--- src/rtl/ps2_direction_decoder.sv ---
// PS/2 keyboard receiver that turns arrow/WASD make codes into a sticky 3-bit
// direction code, with Enter and frame-error strobes for the game master.
//
// state        | meaning
// RX_IDLE      | waiting for a start bit
// RX_SHIFT     | collecting 8 data bits, parity and stop
// RX_CHECK     | one cycle to validate the collected frame
// D_IDLE       | no prefix pending
// D_EXT        | E0 seen, next byte is an extended make or F0
// D_BREAK      | F0 seen, next byte is a released key
// D_EXT_BREAK  | E0 F0 seen, next byte is a released extended key
module ps2_direction_decoder #(
    parameter int TIMEOUT_CYCLES = 50000
) (
    input  logic       clock,
    input  logic       reset,
    input  logic       ps2_clk,
    input  logic       ps2_dat,
    output logic [2:0] dir,
    output logic       dir_strobe,
    output logic       start_strobe,
    output logic       frame_err
);

    localparam int TW = $clog2(TIMEOUT_CYCLES + 1);
    localparam logic [TW-1:0] TO_MAX = TW'(TIMEOUT_CYCLES - 1);

    typedef enum logic [1:0] {RX_IDLE, RX_SHIFT, RX_CHECK} rx_state_t;
    typedef enum logic [1:0] {D_IDLE, D_EXT, D_BREAK, D_EXT_BREAK} dec_state_t;

    rx_state_t  rx_state;
    dec_state_t dec_state;

    logic          clk_s1, clk_s2, clk_s3;
    logic          dat_s1, dat_s2;
    logic [9:0]    shreg;
    logic [3:0]    bit_cnt;
    logic [TW-1:0] to_cnt;

    logic       fall;
    logic       frame_ok;
    logic       byte_valid;
    logic       err_now;
    logic [7:0] rx_byte;

    always_comb begin
        fall       = clk_s3 & ~clk_s2;
        rx_byte    = shreg[7:0];
        frame_ok   = (^shreg[8:0]) & shreg[9];
        byte_valid = (rx_state == RX_CHECK) && frame_ok;
        err_now    = 1'b0;
        if (rx_state == RX_IDLE && fall && dat_s2)
            err_now = 1'b1;
        if (rx_state == RX_CHECK && !frame_ok)
            err_now = 1'b1;
        if (rx_state == RX_SHIFT && !fall && to_cnt == TO_MAX)
            err_now = 1'b1;
    end

    always_ff @(posedge clock) begin
        if (reset) begin
            clk_s1       <= 1'b1;
            clk_s2       <= 1'b1;
            clk_s3       <= 1'b1;
            dat_s1       <= 1'b1;
            dat_s2       <= 1'b1;
            rx_state     <= RX_IDLE;
            dec_state    <= D_IDLE;
            shreg        <= '0;
            bit_cnt      <= '0;
            to_cnt       <= '0;
            dir          <= 3'b000;
            dir_strobe   <= 1'b0;
            start_strobe <= 1'b0;
            frame_err    <= 1'b0;
        end else begin
            clk_s1 <= ps2_clk;
            clk_s2 <= clk_s1;
            clk_s3 <= clk_s2;
            dat_s1 <= ps2_dat;
            dat_s2 <= dat_s1;

            dir_strobe   <= 1'b0;
            start_strobe <= 1'b0;
            frame_err    <= err_now;

            case (rx_state)
                RX_IDLE: begin
                    to_cnt <= '0;
                    if (fall && !dat_s2) begin
                        rx_state <= RX_SHIFT;
                        bit_cnt  <= '0;
                    end
                end
                RX_SHIFT: begin
                    if (fall) begin
                        to_cnt  <= '0;
                        shreg   <= {dat_s2, shreg[9:1]};
                        bit_cnt <= bit_cnt + 4'd1;
                        if (bit_cnt == 4'd9)
                            rx_state <= RX_CHECK;
                    end else if (to_cnt == TO_MAX) begin
                        to_cnt   <= '0;
                        rx_state <= RX_IDLE;
                    end else begin
                        to_cnt <= to_cnt + 1'b1;
                    end
                end
                default: begin
                    to_cnt   <= '0;
                    rx_state <= RX_IDLE;
                end
            endcase

            // Decoding runs in the RX_CHECK cycle so outputs land one cycle later.
            if (err_now) begin
                dec_state <= D_IDLE;
            end else if (byte_valid) begin
                case (dec_state)
                    D_IDLE: begin
                        if (rx_byte == 8'hE0)
                            dec_state <= D_EXT;
                        else if (rx_byte == 8'hF0)
                            dec_state <= D_BREAK;
                        else begin
                            case (rx_byte)
                                8'h1D: begin dir <= 3'b001; dir_strobe <= 1'b1; end
                                8'h1B: begin dir <= 3'b010; dir_strobe <= 1'b1; end
                                8'h1C: begin dir <= 3'b011; dir_strobe <= 1'b1; end
                                8'h23: begin dir <= 3'b100; dir_strobe <= 1'b1; end
                                8'h5A: start_strobe <= 1'b1;
                                default: ;
                            endcase
                        end
                    end
                    D_EXT: begin
                        if (rx_byte == 8'hF0)
                            dec_state <= D_EXT_BREAK;
                        else begin
                            dec_state <= D_IDLE;
                            case (rx_byte)
                                8'h75: begin dir <= 3'b001; dir_strobe <= 1'b1; end
                                8'h72: begin dir <= 3'b010; dir_strobe <= 1'b1; end
                                8'h6B: begin dir <= 3'b011; dir_strobe <= 1'b1; end
                                8'h74: begin dir <= 3'b100; dir_strobe <= 1'b1; end
                                default: ;
                            endcase
                        end
                    end
                    default: dec_state <= D_IDLE;
                endcase
            end
        end
    end

endmodule

--- config.mk ---
export PLATFORM = sky130hd
export DESIGN_NAME = ps2_direction_decoder
export DESIGN_NICKNAME = d
export VERILOG_FILES = /design/src/rtl/ps2_direction_decoder.sv
export SDC_FILE = /design/constraint.sdc
export NUM_CORES = 1
export LEC_CHECK = 0
export BUFFER_PORTS_ARGS = -buffer_cell sky130_fd_sc_hd__clkbuf_2
export CAP_MARGIN = 10
export CORE_MARGIN = 10
export CORE_UTILIZATION = 25
export CTS_CLUSTER_DIAMETER = 120
export CTS_CLUSTER_SIZE = 30
export DETAILED_ROUTE_END_ITERATION = 8
export SYNTH_ARGS = -nofsm -noshare
export SYNTH_HDL_FRONTEND = slang
export SYNTH_SLANG_ARGS = --single-unit
--- constraint.sdc ---
create_clock -name clock -period 2.94 [get_ports clock]
set_input_delay 0 -clock clock [delete_from_list [all_inputs] [get_ports clock]]
set_output_delay 0 -clock clock [all_outputs]
set_load 0.03 [all_outputs]
# Yosys cells after proc, flatten, opt, wreduce, memory -nomap -nowiden
# Cells that the tools add are included.
dict set report word_totals {
  ff_bits 45
  inputBits 4
  out_inout_bits 6
  wordCells 103
}
dict set report op_classes {
  addsub 2
  eq_ne 26
  mux 28
  n_bitwise 7
  reduce_logical 26
}
# operator count
set ops {}
lappend ops {{8-bit by 7-bit == test with 1-bit output, second input constant} 5}
lappend ops {{8-bit by 5-bit == test with 1-bit output, second input constant} 3}
lappend ops {{3-bit one-hot mux with 4 select lines} 2}
lappend ops {{16-bit by 1-bit adder with 16-bit output, second input constant} 1}
lappend ops {{16-bit == test, second input constant} 1}
lappend ops {{8-bit == test, second input constant} 2}
lappend ops {{2-bit 2-to-1 mux} 7}
lappend ops {{4-bit OR reduction} 3}
lappend ops {{1-bit 2-to-1 mux} 9}
lappend ops {{3-bit 2-to-1 mux} 3}
lappend ops {{9-bit parity} 1}
lappend ops {{8-bit by 6-bit == test with 1-bit output, second input constant} 1}
lappend ops {{4-bit 2-to-1 mux} 2}
lappend ops {{2-bit inequality test, second input constant} 4}
lappend ops {{2-bit one-hot mux with 2 select lines} 2}
lappend ops {{4-bit one-hot mux with 2 select lines} 1}
lappend ops {{8-bit AND reduction} 1}
lappend ops {{1-bit logical AND} 7}
lappend ops {{3-bit by 2-bit inequality test with 1-bit output, second input constant} 2}
lappend ops {{3-bit one-hot mux with 2 select lines} 1}
lappend ops {{3-bit AND reduction} 2}
lappend ops {{6-bit OR reduction} 1}
lappend ops {{5-bit by 1-bit inequality test with 1-bit output, second input constant} 1}
lappend ops {{5-bit inequality test, second input constant} 1}
lappend ops {{other kinds (15)} 26}

# Depth between registers and ports, before layout
# Gate-level depths: netlist (run 1).
dict set report depth {
  ltp_word 9
  ltp_mapped 7
  mapped_depth_nobuf 7
}

# Worst setup path before layout (run 1)
# Ideal clock, no wire load.
dict set report synth_path {
  path_type {reg-to-reg}
  start {register shreg[2]}
  end {register dir[2]}
  setup_time_ns 0.123
  t_arrival_ns 2.064
  t_required_ns 2.817
  slack_ns 0.753
  path_stages_with_launch 8
  path_buffers 0
  synth_period_minus_slack_ns 2.187
  cell_sequence {dfxtp_1 inv_1 ha_1 xnor3_2 xnor2_4 nand4b_4 nor3_4 mux2_1}
}
dict set report synth_via {
  elab_chain_cells 8
  word_cells_on_any_way 30
  cone_classes {eq/ne: 15; mux: 8; bitwise: 2; reduce/logical: 5}
}
# item line_no
set synth_rtl {}
lappend synth_rtl {{start: declaration} 36} ;# logic [9:0] shreg;
lappend synth_rtl {{start signal: assignment} 98} ;# shreg <= {dat_s2, shreg[9:1]};
lappend synth_rtl {{9-bit parity} 49} ;# frame_ok = (^shreg[8:0]) & shreg[9];
lappend synth_rtl {{1-bit bitwise AND} 49}
lappend synth_rtl {{1-bit zero test} 54} ;# if (rx_state == RX_CHECK && !frame_ok)
lappend synth_rtl {{1-bit logical AND} 54}
lappend synth_rtl {{1-bit 2-to-1 mux} 54}
lappend synth_rtl {{1-bit 2-to-1 mux} 56} ;# if (rx_state == RX_SHIFT && !fall && to_cnt == TO_MAX)
lappend synth_rtl {{1-bit NOT (no line)} n/a}
lappend synth_rtl {{8-bit AND reduction (no line)} n/a}
lappend synth_rtl {{end signal: assignment} 72} ;# dir <= 3'b000;
lappend synth_rtl {{end signal: assignment} 127} ;# 8'h1D: begin dir <= 3'b001; dir_strobe <= 1'b1; end
lappend synth_rtl {{end signal: assignment} 128} ;# 8'h1B: begin dir <= 3'b010; dir_strobe <= 1'b1; end
lappend synth_rtl {{end: declaration} 19} ;# output logic [2:0] dir,
# Parallel ways exist; a longest one is shown, timed or not. The select of a mux whose other input is x is not followed.
# A chain may end at the register's enable or synchronous reset.

# Final worst setup path (run 1)
# Same ends and word-level chain as after synthesis.

==> summary.md, run 1 <==
| Metric | Value |
|---|---|
| Post-route cell area | `2547 um2` |
| Die W | `115.5 um` |
| Number of buffers added by the clock tree synthesis step | `5` |
| Total net switching power | `242.3 uW` |
| Standard cell with the maximum stage delay on the critical path | `sky130_fd_sc_hd__xnor3_2` |
| Worst hold endpoint | `bit_cnt[1]$_SDFFE_PP0P_` |
| Slack of the worst reg-to-reg path | `between 600 and 700 ps` |
| TNS Setup | `0 ps` |
| Via-per-instance ratio | `~4.6` |
| Detailed router's first-iteration violation count | `52` |
| Hold Crit Start | `reset` |
| Actual transition at the worst max-transition pin | `551.2 ps` |
| Worst Slack Setup Final | `roughly 640 ps` |
| Result of the run | `completed` |
| Depth of the worst hold-timing path | `2` |
| Detailed placement HPWL | `approximately 3200 um` |
| Number of global-route vias before repair | `1717` |
| Launch instance of the worst register-to-register path | `shreg[2]$_SDFFE_PP0P_` |
| Combinational power share | `under 10%` |
| Cell depth of the worst flop-to-flop path | `7` |
| Number of warnings issued by yosys | `0` |
| Total nets after synthesis | `281` |
| Fraction of layout cells with a size suffix above 1 | `10.29%` |
| Setup-violating endpoint count in the final report | `0` |
| Count of final hold-check violations | `0` |
| Layout fillers | `a little over 900` |
| Delay contributed by the slowest stage of the critical path | `420 ps` |
| RSZ-0062 raised after global routing | `false` |
| CP Max Fanout | `5` |
| Cells along the critical path | `inv_1 -> ha_1 -> xnor3_2 -> xnor2_4 -> nand4b_4 -> nor3_4 -> mux2_1` |
| Count of H-tree levels built during CTS | `2` |
| Instance area after placement | `2434 um2` |
| Critical Path Sink Type | `flop` |
| Number of diodes | `0` |
| Area delta synth->final | `11.75%` |
| Number of I/O pins | `10` |
| Clock sinks | `45` |
| Number of vias after detailed routing | `1766` |
| Final worst clock skew | `approximately 12 ps` |
| Clock tree from TritonCTS | `done` |
| Ratio of final minimum period to clock period | `78.22%` |
| Net count of the finished layout | `292` |
| Total standard cell area after synthesis | `between 2000 and 2500 um2` |
| Total track usage | `under 10%` |
| Antenna Nets Post-Route | `0` |
| Largest net degree at the start of global routing | `31` |
| Kind of start point of the critical path | `flop` |
| Clock network latency to the later pin of the worst-skew pair | `300 ps` |
| Highest clock rate | `~430 MHz` |
| Number of flip-flops and latches in the synthesized netlist | `45` |
| End of the worst register-to-register path | `dir[2]$_SDFFE_PP0P_` |
| Internal cell power | `794.9 uW` |
| FP Rows | `34` |
| Placer congestion estimate | `0.8008` |
| Relative slew margins | `63.25%` |
| Ratio of total power to cell area | `a little over 400 nW/um2` |
| Clock slew seen by the registers of the worst setup and hold paths | `90 ps` |
| Global-route wire length before repair | `7583 um` |
| Detailed Routing Iterations Pass 1 | `5` |
| CTS-repair resized insts | `0` |
| Master cell of the clock root buffer | `sky130_fd_sc_hd__clkbuf_8` |
| Maximum buffer depth of the clock tree | `2` |
| Die extent in y | `115.5 um` |
| Required arrival time at the worst endpoint | `approximately 3100 ps` |
| Initial antenna violation count | `0` |
| VDD IR max | `0.1825 mV` |
| Area of the core | `8806 um2` |
| Port buffer count | `9` |
| Clock network fraction of design power | `between 30% and 40%` |
| DR WL/cell | `11.11 um` |
| Number of standard cells after synthesis | `260` |
| Leakage dissipation | `0.8938 nW` |
| Per-instance average area after synthesis | `8.768 um2` |
| Sequential-to-total area share from yosys stat | `39.52%` |
| Proportion of total power due to net switching | `around a quarter` |
| Category of the critical setup timing path | `reg2reg` |
| Arrival time at the worst endpoint | `roughly 2500 ps` |
| Post-place setup slack | `approximately 630 ps` |
| Post-route minimum period | `around 2300 ps` |
| Congestion Overflow GR | `0` |
| Number of maximum-capacitance constraint violations | `0` |
| Initial Utilization | `25.89%` |
| Number of unique standard cell types used by synthesis | `42` |
| Post CTS Setup Buffer Count | `0` |
| Type of the tightest min-delay check | `in2reg` |
| Sequential group share of total power | `59.2%` |
| Total Wirelength | `roughly 4200 um` |
| Number of remaining DRC errors | `0` |
| Number of slew-limit violations in the final report | `0` |
| Die ar. | `between 10000 and 15000 um2` |
| Hold_ws | `approximately 240 ps` |
## worst max-delay path: cells and delay by family, from the launching register on
kind	cells	cell delay, ps
XOR/XNOR	2	670
flip-flops	1	400
AND/OR/NAND/NOR	2	400
multiplexers	1	340
adder cells (fa/ha/maj)	1	310
buffers and inverters	1	80
## power groups by stage
stage	clock (mW)	combinational [mW]	sequential [mW]
after global placement	0	0.0200	0.629
after CTS	0.424	0.0221	0.614
final	0.402	0.0213	0.614
after global routing	0.453	0.0242	0.615
after floorplan	0	0.0141	0.629
after detailed placement	0	0.0200	0.629
## placed cells by master (no fill, tap or decap), drive strengths merged, types with 3 or more instances in the layout
cell,instances
xor2,4
nand4,8
inv,14
dfxtp,45
nor2,28
a22oi,3
and3,4
nand2,38
mux2i,3
clkbuf,14
nor4,5
a211oi,3
nand2b,6
a21oi,14
xnor2,12
nor3,6
o21ai,3
and4,3
ha,17
nand3,7
or3,4
or2,5
## Yosys cell counts
cell type / n / share of area (%)
sky130_fd_sc_hd__a211oi_1: 2 / 0.66
sky130_fd_sc_hd__a211oi_2: 1 / 0.55
sky130_fd_sc_hd__a21boi_1: 2 / 0.66
sky130_fd_sc_hd__a21o_1: 1 / 0.33
sky130_fd_sc_hd__a21oi_1: 14 / 3.1
sky130_fd_sc_hd__a22oi_1: 3 / 0.99
sky130_fd_sc_hd__a31oi_1: 1 / 0.27
sky130_fd_sc_hd__a32oi_1: 1 / 0.38
sky130_fd_sc_hd__a41oi_1: 1 / 0.38
sky130_fd_sc_hd__and2_1: 2 / 0.55
sky130_fd_sc_hd__and3_1: 4 / 1.1
sky130_fd_sc_hd__and4_1: 3 / 1.2
sky130_fd_sc_hd__and4b_1: 1 / 0.44
sky130_fd_sc_hd__clkbuf_1: 7 / 1.2
sky130_fd_sc_hd__dfxtp_1: 45 / 40
sky130_fd_sc_hd__ha_1: 17 / 9.3
sky130_fd_sc_hd__inv_1: 12 / 2.0
sky130_fd_sc_hd__mux2_1: 1 / 0.49
sky130_fd_sc_hd__mux2_2: 1 / 0.49
sky130_fd_sc_hd__mux2i_1: 3 / 1.3
sky130_fd_sc_hd__nand2_1: 38 / 6.3
sky130_fd_sc_hd__nand2b_1: 6 / 1.6
sky130_fd_sc_hd__nand3_1: 7 / 1.5
sky130_fd_sc_hd__nand4_1: 8 / 2.2
sky130_fd_sc_hd__nand4b_4: 1 / 1.0
sky130_fd_sc_hd__nor2_1: 28 / 4.6
sky130_fd_sc_hd__nor2b_1: 2 / 0.55
sky130_fd_sc_hd__nor3_1: 5 / 1.1
sky130_fd_sc_hd__nor3_4: 1 / 0.71
sky130_fd_sc_hd__nor3b_1: 1 / 0.33
sky130_fd_sc_hd__nor4_1: 5 / 1.4
sky130_fd_sc_hd__nor4b_1: 2 / 0.77
sky130_fd_sc_hd__nor4bb_1: 2 / 0.88
sky130_fd_sc_hd__o2111ai_1: 2 / 0.77
sky130_fd_sc_hd__o21ai_0: 3 / 0.66
sky130_fd_sc_hd__o22ai_1: 1 / 0.27
sky130_fd_sc_hd__or2_2: 5 / 1.4
sky130_fd_sc_hd__or3_1: 4 / 1.1
sky130_fd_sc_hd__xnor2_1: 11 / 4.2
sky130_fd_sc_hd__xnor2_4: 1 / 1.2
sky130_fd_sc_hd__xnor3_2: 1 / 1.0
sky130_fd_sc_hd__xor2_1: 4 / 1.5
## flip-flops by register name, indices dropped and copies added, names as in the netlist
name	count
dir	3
to_cnt	16
bit_cnt	4
clk_s1	1
rx_state	2
shreg	10
clk_s2	1
clk_s3	1
dat_s1	1
dat_s2	1
dec_state	2
frame_err	1
dir_strobe	1
start_strobe	1
## final cells by class
class                      count  area, um2  share of cell area (%)
timing repair buffer          11      65.06                   2.554
inverter                      12      45.04                   1.768
multi-input combinational    196       1308                   51.33
clock inverter                 3      25.02                  0.9823
tap                          108      135.1                   5.305
sequential                    45      900.9                   35.36
clock buffer                   5      68.82                   2.701
## worst max path at each step
stage,startpoint,to,slack [ps],cells past startpoint
6_report,shreg[2]$_SDFFE_PP0P_,dir[2]$_SDFFE_PP0P_,640,7
5_1_grt,shreg[2]$_SDFFE_PP0P_,dir[2]$_SDFFE_PP0P_,500,7
4_1_cts,shreg[2]$_SDFFE_PP0P_,dir[2]$_SDFFE_PP0P_,620,7
3_5_place_dp,shreg[2]$_SDFFE_PP0P_,dir[2]$_SDFFE_PP0P_,630,7
3_3_place_gp,shreg[2]$_SDFFE_PP0P_,dir[2]$_SDFFE_PP0P_,660,7
2_1_floorplan,shreg[2]$_SDFFE_PP0P_,dir[2]$_SDFFE_PP0P_,750,7
## routing by layer
layer / part of all wire, % / GRT usage, %
met2: 46 / 10.95
met3: 2.7 / 1.654
met1: 50 / 8.506
met5: 0 / 0
met4: 1.3 / 2.534
## metrics by stage
stage / cells / total power [mW] / util [%]
2_1_floorplan: 260 / 0.6427 / -
3_3_place_gp: 370 / 0.6486 / 27.64
3_5_place_dp: 370 / 0.6486 / 27.64
4_1_cts: 380 / 1.061 / 28.93
5_1_grt: 380 / 1.093 / 28.93
6_report: 380 / 1.037 / 28.93
## cell families (layout without fill, tap and decap cells)
logic type               count (synthesis)  in the layout  synth area share [%]
buffers and inverters                   19             31                 3.129
multiplexers                             5              5                 2.305
AO/OA/AOI/OAI                           32             32                 9.001
flip-flops                              45             45                 39.52
adder cells (fa/ha/maj)                 17             17                 9.330
XOR/XNOR                                17             17                 8.013
AND/OR/NAND/NOR                        125            125                 28.70
## repair_timing
item                       in CTS  in global routing
hold endpoints to repair        2                  0
setup endpoints to repair       0                  0
hold buffers                    2                  0
(Power assumes the default switching activity.)
==> run 2, diff against run 1 <==
clock period = 2.4 ns   (was 2.94 ns; I/O delays follow)
==> summary.md, run 2 (same netlist as run 1, synthesis figures left out) <==
| Metric | Value |
|---|---|
| CP Max Fanout | `5` |
| Global-route wire length before repair | `7389 um` |
| End of the worst register-to-register path | `dir[2]$_SDFFE_PP0P_` |
| Largest net degree at the start of global routing | `30` |
| Max reg flops | `16` |
| RSZ-0062 raised after global routing | `false` |
| Type of the tightest min-delay check | `in2reg` |
| Layout fillers | `a little over 900` |
| Multi-input logic area | `approximately 1300 um2` |
| Master cell of the clock root buffer | `sky130_fd_sc_hd__clkbuf_8` |
| Number of remaining DRC errors | `0` |
| Result of the run | `completed` |
| Cells after DPL | `373` |
| Ratio of total power to cell area | `between 400 and 500 nW/um2` |
| TNS Setup | `0 ps` |
| Commonest non-fill, non-tap cells in the layout | `sky130_fd_sc_hd__dfxtp_1, sky130_fd_sc_hd__nand2_1, sky130_fd_sc_hd__nor2_1, sky130_fd_sc_hd__ha_1, sky130_fd_sc_hd__a21oi_1` |
| Post-route minimum period | `2203 ps` |
| Slack of the worst reg-to-reg path | `200 ps` |
| Total track usage | `6.732%` |
| Launch instance of the worst register-to-register path | `shreg[3]$_SDFFE_PP0P_` |
| Number of hold buffers added after CTS | `2` |
| Number of slew-limit violations in the final report | `0` |
| Worst setup path endpoint | `dir[2]$_SDFFE_PP0P_` |
| Detailed Routing Iterations Pass 1 | `4` |
| Count of final hold-check violations | `0` |
| Most common cell after layout, fill and taps aside | `sky130_fd_sc_hd__dfxtp_1` |
| Maximum buffer depth of the clock tree | `2` |
| Kind of start point of the critical path | `flop` |
| Area delta synth->final | `12.46%` |
| Ratio of final minimum period to clock period | `around nine tenths` |
| Detailed placement HPWL | `3183 um` |
| Final worst clock skew | `9.321 ps` |
| Final core area utilization | `between 20 and 30%` |
| Number of maximum-capacitance constraint violations | `0` |
| Initial antenna violation count | `0` |
| Count of H-tree levels built during CTS | `2` |
| Arrival time at the worst endpoint | `between 2000 and 2500 ps` |
| Number of buffers added by the clock tree synthesis step | `5` |
| Antenna Nets Post-Route | `0` |
| Setup-violating endpoint count in the final report | `0` |
| VDD IR max | `between 0.15 and 0.2 mV` |
| Post-place setup slack | `177.3 ps` |
| Actual transition at the worst max-transition pin | `477.3 ps` |
| Relative slew margins | `68.10%` |
| Number of global-route vias before repair | `1606` |
| Cell depth of the worst flop-to-flop path | `7` |
| Standard cell with the maximum stage delay on the critical path | `sky130_fd_sc_hd__xnor3_2` |
| Post CTS Setup Buffer Count | `0` |
| Initial Utilization | `between 20% and 30%` |
| Placer congestion estimate | `between 0.7 and 0.8` |
| Clock network latency to the later pin of the worst-skew pair | `300 ps` |
| Startpoint of the worst setup timing path | `shreg[3]$_SDFFE_PP0P_` |
| Delay contributed by the slowest stage of the critical path | `420 ps` |
| CTS-repair resized insts | `0` |
| Fraction of layout cells with a size suffix above 1 | `10.91%` |
| FP Rows | `34` |
| Area of the core | `8806 um2` |
| Largest registers | `to_cnt x16, shreg x10, bit_cnt x4` |
| Total Wirelength | `roughly 4300 um` |
| Cells along the critical path | `inv_1 -> ha_1 -> xnor3_2 -> xnor2_4 -> nand4b_4 -> nor3_4 -> mux2_1` |
| Congestion Overflow GR | `0` |
| Port buffer count | `9` |
| Clock sinks | `45` |
| Via-per-instance ratio | `4.593` |
| Category of the critical setup timing path | `reg2reg` |
| Leakage dissipation | `0.9017 nW` |
| Number of diodes | `0` |
| DR WL/cell | `approximately 11 um` |
| Largest register by flop count | `to_cnt` |
| Clock slew seen by the registers of the worst setup and hold paths | `about 90 ps` |
| Die ar. | `between 10000 and 15000 um2` |
| Number of vias after detailed routing | `1759` |
| Detailed router's first-iteration violation count | `57` |
| Critical Path Sink Type | `flop` |
| Worst Slack Setup Final | `197.0 ps` |
| Die extent in y | `~120 um` |
| Required arrival time at the worst endpoint | `2590 ps` |
| Highest clock rate | `453.9 MHz` |
| Clock tree from TritonCTS | `done` |
| FF/Latch Area | `900.9 um2` |
| Die W | `between 100 and 150 um` |
| Depth of the worst hold-timing path | `3` |
| Net count of the finished layout | `295` |
| Number of I/O pins | `10` |
| Fin cells | `383` |
## run 2: cell types whose count changed in the layout (fill, tap and decap cells not counted), sizes merged
cell	delta
buf	+3
inv	-2
clkbuf	+1
clkinvlp	+1
## run 2: how the worst min path moves through the flow
stage	from	to	slack (ps)
2_1_floorplan	ps2_clk	clk_s1$_SDFF_PP1_	100
3_3_place_gp	ps2_dat	dat_s1$_SDFF_PP1_	190
3_5_place_dp	ps2_dat	dat_s1$_SDFF_PP1_	190
4_1_cts	reset	to_cnt[1]$_SDFF_PP0_	80
5_1_grt	reset	to_cnt[1]$_SDFF_PP0_	110
6_report	reset	to_cnt[1]$_SDFF_PP0_	90
## run 2: area by class of cell
class	count	share of cell area, %
tap	108	5.271
clock buffer	6	2.831
sequential	45	35.14
clock inverter	2	0.5857
timing repair buffer	14	3.416
multi-input combinational	196	51.00
inverter	12	1.757
## run 2: stage by stage
stage | total power [mW] | hold WS, ps | area, um2
after floorplan | 0.7873 | 103.8 | 2280
after global placement | 0.7958 | 190.2 | 2456
after detailed placement | 0.7960 | 189.6 | 2456
after CTS | 1.273 | 77.14 | 2564
after global routing | 1.304 | 105.0 | 2564
final | 1.244 | 91.87 | 2564
## run 2: report_power, final
part           leakage, nW  internal, mW  switching (mW)  total (mW)
sequential           0.363         0.750         0.00217       0.752
clock               0.0374         0.205           0.258       0.464
combinational        0.501        0.0121          0.0159      0.0279
total                0.902         0.968           0.276        1.24
## run 2: worst max-delay path: cells and delay by family (launching register included)
family / cells / cell delay (ps)
adders and majority gates: 1 / 290
DFF: 1 / 400
and+or+nand+nor: 2 / 350
buffers and inverters: 1 / 80
muxes: 1 / 330
xor gates and xnor gates: 2 / 660
## run 2: metal layers
layer | global-route usage [%] | vias to the layer above | wire [um]
met3 | 2.326 | 5 | 105
met2 | 10.26 | 14 | 1901
li1 | - | 920 | -
met4 | 2.956 | 0 | 62
met1 | 8.433 | 820 | 2223
met5 | 0 | - | 0
==> run 3, diff against run 2 <==
CORE_UTILIZATION = 40   (was 25)
HOLD_SLACK_MARGIN = 0.03   (was not set)
==> summary.md, run 3 (same netlist as run 1, synthesis figures left out) <==
| Metric | Value |
|---|---|
| End of the worst register-to-register path | `dir[2]$_SDFFE_PP0P_` |
| Number of hold buffers added after CTS | `2` |
| TNS Setup | `0 ps` |
| Detailed router's first-iteration violation count | `between 80 and 90` |
| Number of vias after detailed routing | `between 1500 and 2000` |
| FP Rows | `27` |
| Arrival time at the worst endpoint | `2420 ps` |
| Most common cell after layout, fill and taps aside | `sky130_fd_sc_hd__dfxtp_1` |
| Worst Slack Setup Final | `between 150 and 200 ps` |
| Largest net degree at the start of global routing | `30` |
| Total Wirelength | `4386 um` |
| Category of the critical setup timing path | `reg2reg` |
| Actual transition at the worst max-transition pin | `496.8 ps` |
| Number of slew-limit violations in the final report | `0` |
| Slack of the worst reg-to-reg path | `170 ps` |
| Master cell of the clock root buffer | `sky130_fd_sc_hd__clkbuf_8` |
| Antenna Nets Post-Route | `0` |
| Number of remaining DRC errors | `0` |
| Number of buffers added by the clock tree synthesis step | `5` |
| Clock network latency to the later pin of the worst-skew pair | `300 ps` |
| Commonest non-fill, non-tap cells in the layout | `sky130_fd_sc_hd__dfxtp_1, sky130_fd_sc_hd__nand2_1, sky130_fd_sc_hd__nor2_1, sky130_fd_sc_hd__ha_1, sky130_fd_sc_hd__a21oi_1` |
| Ratio of final minimum period to clock period | `92.88%` |
| Hold_ws | `between 50 and 60 ps` |
| Initial Utilization | `41.40%` |
| Overall power consumption | `1.278 mW` |
| Area delta synth->final | `10.87%` |
| Final core area utilization | `between 40 and 50%` |
| Post CTS Setup Buffer Count | `0` |
| Largest registers | `to_cnt x16, shreg x10, bit_cnt x4` |
| CP Max Fanout | `5` |
| Ratio of total power to cell area | `505.7 nW/um2` |
| Required arrival time at the worst endpoint | `2590 ps` |
| Hold Crit Start | `reset` |
| Type of the tightest min-delay check | `in2reg` |
| Clock slew seen by the registers of the worst setup and hold paths | `around 90 ps` |
| Largest register by flop count | `to_cnt` |
| Port buffer count | `9` |
| Initial antenna violation count | `0` |
| Detailed placement HPWL | `between 3000 and 4000 um` |
| Number of diodes | `0` |
| DR WL/cell | `12.64 um` |
| Result of the run | `completed` |
| Clock sinks | `45` |
| Number of global-route vias before repair | `1681` |
| Post-place setup slack | `184.4 ps` |
| Kind of start point of the critical path | `flop` |
| Maximum buffer depth of the clock tree | `2` |
| Count of final hold-check violations | `0` |
| Setup-violating endpoint count in the final report | `0` |
| Number of I/O pins | `10` |
| Via-per-instance ratio | `~5.2` |
| Highest clock rate | `448.6 MHz` |
| Count of H-tree levels built during CTS | `2` |
| Detailed Routing Iterations Pass 1 | `6` |
| Net count of the finished layout | `295` |
| VDD IR max | `0.2863 mV` |
| Post-route minimum period | `2229 ps` |
| Die extent in y | `95.50 um` |
| Area of the core | `5507 um2` |
| Fraction of layout cells with a size suffix above 1 | `a little under an eighth` |
| Cells after DPL | `337` |
| Fin cells | `347` |
| Max reg flops | `16` |
| Total track usage | `10.50%` |
| Depth of the worst hold-timing path | `3` |
| Die ar. | `9119 um2` |
| Number of maximum-capacitance constraint violations | `0` |
| Post-route cell area | `2527 um2` |
| Leakage dissipation | `0.9155 nW` |
| Launch instance of the worst register-to-register path | `shreg[3]$_SDFFE_PP0P_` |
| Critical Path Sink Type | `flop` |
| Instance area after placement | `2411 um2` |
| RSZ-0062 raised after global routing | `false` |
| Die W | `95.50 um` |
| Final worst clock skew | `7.525 ps` |
| Global-route wire length before repair | `7845 um` |
| CTS-repair resized insts | `0` |
| Cell depth of the worst flop-to-flop path | `7` |
| Placer congestion estimate | `a little over 0.8` |
| Worst hold endpoint | `to_cnt[1]$_SDFF_PP0_` |
| Clock tree from TritonCTS | `done` |
| Relative slew margins | `66.80%` |
| Congestion Overflow GR | `0` |
run 3: changes by cell type in the layout (fill, tap and decap cells not counted), sizes merged:
cell	delta
clkinvlp	-2
clkinv	+2
run 3: final cells by class:
class                   instances  area [um2]
well taps                      72       90.09
inverters                      12       45.04
clock buffers                   6       82.58
multi-input cells             196        1308
fillers                       526        2979
flip-flops and latches         45       900.9
repair buffers                 14       87.58
clock inverters                 2       13.76
run 3: where the power goes:
part	internal (mW)	total (mW)	switching, mW
sequential	0.750	0.753	0.00237
clock	0.234	0.498	0.264
combinational	0.0120	0.0280	0.0159
total	0.996	1.28	0.282
run 3: worst max path at each step:
| stage | from | to | slack (ps) | depth (start not counted) |
|---|---|---|---|---|
| 2_1_floorplan | shreg[2]$_SDFFE_PP0P_ | dir[2]$_SDFFE_PP0P_ | 210 | 7 |
| 6_report | shreg[3]$_SDFFE_PP0P_ | dir[2]$_SDFFE_PP0P_ | 170 | 7 |
| 5_1_grt | shreg[3]$_SDFFE_PP0P_ | dir[2]$_SDFFE_PP0P_ | 20 | 7 |
| 3_3_place_gp | shreg[3]$_SDFFE_PP0P_ | dir[2]$_SDFFE_PP0P_ | 220 | 7 |
| 3_5_place_dp | shreg[3]$_SDFFE_PP0P_ | dir[2]$_SDFFE_PP0P_ | 180 | 7 |
| 4_1_cts | shreg[3]$_SDFFE_PP0P_ | dir[2]$_SDFFE_PP0P_ | 170 | 7 |
run 3: critical path, stage by stage, from the launching register on:
cell and delay (ps):
sky130_fd_sc_hd__dfxtp_1 410, sky130_fd_sc_hd__inv_1 90, sky130_fd_sc_hd__ha_1 290, sky130_fd_sc_hd__xnor3_2 420, sky130_fd_sc_hd__xnor2_4 250, sky130_fd_sc_hd__nand4b_4 150, sky130_fd_sc_hd__nor3_4 190, sky130_fd_sc_hd__mux2_1 330
run 3: layer usage:
metal	up-vias	global-route usage (%)	share of wire (%)
met4	0	4.423	1.9
met5	-	0	0
met3	8	3.142	4.6
met1	844	13.65	50
met2	30	15.80	43
li1	923	-	-
